## src/rtl/ram_port_arbiter.sv

```systemverilog
// ram_port_arbiter: shares one single-ported RAM between fetch (IF) and load/store (DM) requesters.
// Define ARB_ROUND_ROBIN_EN for round-robin tie-breaking; otherwise DM has fixed priority over IF.
module ram_port_arbiter #(
  parameter int RD_LAT = 1
) (
  input  logic        iCLK,
  input  logic        iRST,
  input  logic        iIF_REQ,
  input  logic [31:0] iIF_ADDR,
  output logic        oIF_GNT,
  output logic        oIF_VALID,
  output logic [31:0] oIF_DATA,
  input  logic        iDM_REQ,
  input  logic        iDM_WR,
  input  logic [31:0] iDM_ADDR,
  input  logic [31:0] iDM_WDATA,
  output logic        oDM_GNT,
  output logic        oDM_VALID,
  output logic [31:0] oDM_RDATA,
  output logic        oRAM_CE,
  output logic        oRAM_WR,
  output logic [31:0] oRAM_ADDR,
  output logic [31:0] oRAM_DATA,
  input  logic [31:0] iRAM_DATA,
  output logic        oBUSY
);
  typedef enum logic [1:0] {IDLE, ACCESS, WAIT, RESP} stateT;
  localparam int LastI = (RD_LAT > 1) ? RD_LAT - 2 : 0;
  localparam logic [1:0] LAST = 2'(LastI);
  stateT state, nextState;
  logic winDm, latWr, grantIf, grantDm, idleNow;
  logic [1:0] cnt;
  logic [31:0] latAddr, latWdata, capData;
  // grants are masked during reset so every output reads 0 while iRST is high
  assign idleNow = (state == IDLE) && !iRST;
`ifdef ARB_ROUND_ROBIN_EN
  logic lastDm;
  always_ff @(posedge iCLK or posedge iRST)
    if (iRST) lastDm <= 1'b1;
    else if (grantIf || grantDm) lastDm <= grantDm;
  assign grantDm = idleNow && iDM_REQ && (!iIF_REQ || !lastDm);
`else
  assign grantDm = idleNow && iDM_REQ;
`endif
  assign grantIf = idleNow && iIF_REQ && !grantDm;
  always_ff @(posedge iCLK or posedge iRST)
    if (iRST) state <= IDLE;
    else state <= nextState;
  always_comb begin
    nextState = state;
    case (state)
      IDLE:    nextState = (iIF_REQ || iDM_REQ) ? ACCESS : IDLE;
      ACCESS:  nextState = (!latWr && RD_LAT > 1) ? WAIT : RESP;
      WAIT:    nextState = (cnt == LAST) ? RESP : WAIT;
      default: nextState = IDLE;
    endcase
  end
  always_comb begin
    oIF_GNT   = grantIf;
    oDM_GNT   = grantDm;
    oRAM_CE   = state == ACCESS;
    oRAM_WR   = (state == ACCESS) && latWr;
    oRAM_ADDR = (state == ACCESS) ? latAddr : '0;
    oRAM_DATA = (state == ACCESS) ? latWdata : '0;
    oIF_VALID = (state == RESP) && !winDm;
    oDM_VALID = (state == RESP) && winDm;
    oIF_DATA  = ((state == RESP) && !winDm) ? capData : '0;
    oDM_RDATA = ((state == RESP) && winDm && !latWr) ? capData : '0;
    oBUSY     = state != IDLE;
  end
  // the WAIT counter reaches RD_LAT-1 on the same edge that captures the read word
  always_ff @(posedge iCLK or posedge iRST)
    if (iRST) begin
      winDm    <= 1'b0;
      latWr    <= 1'b0;
      latAddr  <= '0;
      latWdata <= '0;
      cnt      <= '0;
      capData  <= '0;
    end else begin
      if (grantIf || grantDm) begin
        winDm    <= grantDm;
        latWr    <= grantDm && iDM_WR;
        latAddr  <= grantDm ? iDM_ADDR : iIF_ADDR;
        latWdata <= grantDm ? iDM_WDATA : '0;
      end
      cnt <= (state == WAIT) ? cnt + 2'd1 : 2'd0;
      if ((state == ACCESS && RD_LAT == 1) || (state == WAIT && cnt == LAST)) capData <= iRAM_DATA;
    end
endmodule

```

## config.mk

```make
export PLATFORM = sky130hd
export DESIGN_NAME = ram_port_arbiter
export DESIGN_NICKNAME = d
export VERILOG_FILES = /design/src/rtl/ram_port_arbiter.sv
export SDC_FILE = /design/constraint.sdc
export NUM_CORES = 1
export LEC_CHECK = 0
export BUFFER_PORTS_ARGS = -buffer_cell sky130_fd_sc_hd__buf_2
export CAP_MARGIN = 20
export CORE_MARGIN = 2
export CORE_UTILIZATION = 33
export DETAILED_ROUTE_END_ITERATION = 16
export PLACE_DENSITY = 0.6
export SLEW_MARGIN = 20
export SYNTH_ARGS = -nofsm -noshare
export SYNTH_HDL_FRONTEND = slang
export SYNTH_SLANG_ARGS = --single-unit
```

## constraint.sdc

```tcl
create_clock -name iCLK -period 3.1 [get_ports iCLK]
set_input_delay 0.62 -clock iCLK [delete_from_list [all_inputs] [get_ports iCLK]]
set_output_delay 0.62 -clock iCLK [all_outputs]
set_load 0.01 [all_outputs]
```

==> metrics.md <==
| Metric | Value |
|---|---|
| Hold/Removal Path Class | `in2async` |
| Worst path cell trace | `ha_1 -> and2_1 -> and2b_1 -> and2_1 -> buf_2` |
| Min Clock Period, post-route | `~2600 ps` |
| Vias | `~4000` |
| WP data required | `roughly 2500 ps` |
| Initial Util | `33.8%` |
| Max Clock Skew | `around 5.2 ps` |
| Status | `finished clean` |
| Setup WS pre-CTS | `roughly 790 ps` |
| Iter 0 DRT Violations | `81` |
| Tcrit/Tclk final | `~85%` |
| Critical Path Slowest Stage Cell | `and2b_1` |
| CP max FO | `32` |
| CP most frequent cell | `and2_1` |
| Distinct cells, synth | `22` |
| Setup tns final | `0 ps` |
| Drc violations | `0` |
| Layout cells sized above 1 | `a little under three fifths` |
| Synthesized Nets | `554` |
| Largest net degree at the start of global routing | `40` |
| Syn_area_per_cell | `12.4 um^2` |
| Tot Pwr | `6.13 mW` |
| Vias in the first global route | `just under 4000` |
| Most common cell after layout, fill and taps aside | `buf_2` |
| Final hold vios | `0` |
| Die Y-Extent | `approximately 130 um` |
| CP endpoint kind | `output port` |
| Synth Cell Area | `5160 um^2` |
| Worst slew pin tran | `approximately 770 ps` |
| TritonCTS clock tree | `done` |
| PD cells | `roughly 880 nW/um^2` |
| Yosys reg bits | `about 100` |
| Slew headroom | `roughly half` |
| Cells resized by post-CTS repair | `0` |
| Initial antenna violation count | `1` |
| Routed len/inst | `14.5 um` |
| CP Launch Type | `flop` |
| TritonCTS Buffers | `9` |
| Leakage power | `roughly 3.7 nW` |
| Fin worst setup slack | `460 ps` |
| Bufs on Longest Clock Path | `2` |
| I/O Pins | `between 200 and 300` |
| Via/cell ratio | `4.45` |
| Fin nets | `slightly above 800` |
| Crit Path Class | `reg2out` |
| Max cap viols | `0` |
| Routed WL | `roughly 13000 um` |
| Reg2reg end | `capData[30]` |
| Chip width | `129 um` |
| Hold Slack | `just under 400 ps` |
| Final setup viols | `0` |
| Critical path arrival | `between 2000 and 2500 ps` |
| RSZ-0062 raised after global routing | `no` |
| Final Non-Filler Cells | `around 900` |
| Max-slew violation count | `0` |
| CTS Hold Buffers Added | `0` |
| Clock Latency Late Sink | `around 340 ps` |
| R2r startpoint | `state[1]` |
| Placed cell count | `around 870` |
| DP Wirelength | `9730 um` |
| Fmax | `between 300 and 400 MHz` |
| GPL Wtd Cong | `roughly 0.75` |
| Layout area overhead | `35.3%` |
| Row count | `45` |
| Post-route ant nets | `0` |
| Root buf cell | `clkbuf_16` |
| TritonCTS sink count | `just over 100` |
| Setup slack, reg-to-reg | `1080 ps` |
| Gate Count Post-Synth | `~420` |
| DIE AREA | `approximately 17000 um^2` |
| Gr usage total | `approximately 15%` |
| Worst path max stage delay | `about 630 ps` |
| Peak VDD IR | `304 uV` |
| Global route overflow | `0` |
| Clock slew at reported path FFs | `roughly 70 ps` |
| Setup crit start | `state[0]` |
| Reg2reg path depth | `5` |
| Ys Warns | `0` |
| Core area | `15300 um^2` |
| Fillers | `1474` |
| First-pass GRT wire length | `about 20000 um` |
| Router iterations before antenna repair | `4` |
| Ant. Diodes | `0` |
| Sequential area share after synthesis | `about 50%` |
| I/O Buffers | `between 200 and 300` |
| H-tree depth | `3` |
| Commonest cells after routing, fill and taps aside | `buf_2, and2_1, dfrtp_1` |
| Setup bufs post-CTS | `0` |
| CP Capture Point | `oDM_RDATA[21]` |
==> kinds of logic after synthesis <==
logic type                 share of synthesized area (%)
buffers and inverters                               4.03
AOI/OAI and AO/OA                                   6.28
adders and majority gates                           1.21
and+or+nand+nor                                     16.8
muxes                                               22.2
DFF                                                 49.5
==> layout make-up <==
class                      count  area [um^2]  area share [%]
clock buffer                  13          240            3.44
clock inverter                 3         45.0           0.645
inverter                       6         26.3           0.376
multi-input combinational    277         2420            34.6
sequential                   102         2550            36.6
tap                          211          264            3.78
timing repair buffer         277         1440            20.6
==> sequential cells by signal, indices dropped and copies added (netlist names) <==
signal / cells
latWr: 1
latAddr: 32
cnt: 2
winDm: 1
state: 2
latWdata: 32
capData: 32
==> layer usage <==
| layer | vias to the layer above | global-route usage [%] | wire, um |
|---|---|---|---|
| li1 | 1912 | - | - |
| met1 | 1864 | 18.4 | 5440 |
| met2 | 168 | 26.1 | 6350 |
| met3 | 13 | 3.59 | 913 |
| met4 | 2 | 5.18 | 171 |
| met5 | - | 0 | 14 |
==> synth_stat cells <==
cell type | number | share of area, %
a21oi_2 | 1 | 0.17
nor2b_1 | 2 | 0.24
o21ai_2 | 1 | 0.17
a21o_1 | 1 | 0.15
buf_2 | 10 | 0.97
mux2_2 | 74 | 16
mux2_4 | 17 | 4.9
nor2_1 | 1 | 0.073
o21ai_0 | 1 | 0.097
and2b_1 | 1 | 0.15
clkbuf_1 | 13 | 0.95
dfrtp_1 | 102 | 49
nor2b_4 | 1 | 0.27
ha_1 | 5 | 1.2
a22o_1 | 33 | 5.6
mux2_1 | 5 | 1.1
buf_4 | 1 | 0.15
and2_1 | 132 | 16
nand2_1 | 1 | 0.073
inv_1 | 6 | 0.44
buf_6 | 7 | 1.5
a21oi_1 | 1 | 0.097
==> through the flow <==
step	util, %	cell area [um^2]
floorplan	-	5160
global placement	43.9	6700
detailed placement	43.9	6700
CTS	45.7	6980
global route	45.7	6980
finish	45.7	6980
==> critical path, delay by kind of cell (launching register included) <==
kind	cells	cell delay, ps
and+or+nand+nor	3	990
DFF	1	370
adders and majority gates	1	180
buffers and inverters	1	130
==> how the worst min path moves through the flow <==
stage / to / slack, ps / cells after the start
2_1_floorplan: cnt[0] / 400 / 1
3_3_place_gp: cnt[0] / 420 / 1
3_5_place_dp: cnt[0] / 430 / 1
4_1_cts: latWdata[4] / 400 / 2
5_1_grt: latWdata[4] / 420 / 2
6_report: latWdata[4] / 390 / 2
==> power by group <==
group	leakage (nW)	internal (mW)	switching, mW
logic	2.37	1.46	1.17
clock network	0.130	0.628	0.471
registers	1.24	2.02	0.374
No activity file was read; power rests on OpenSTA's default activity.
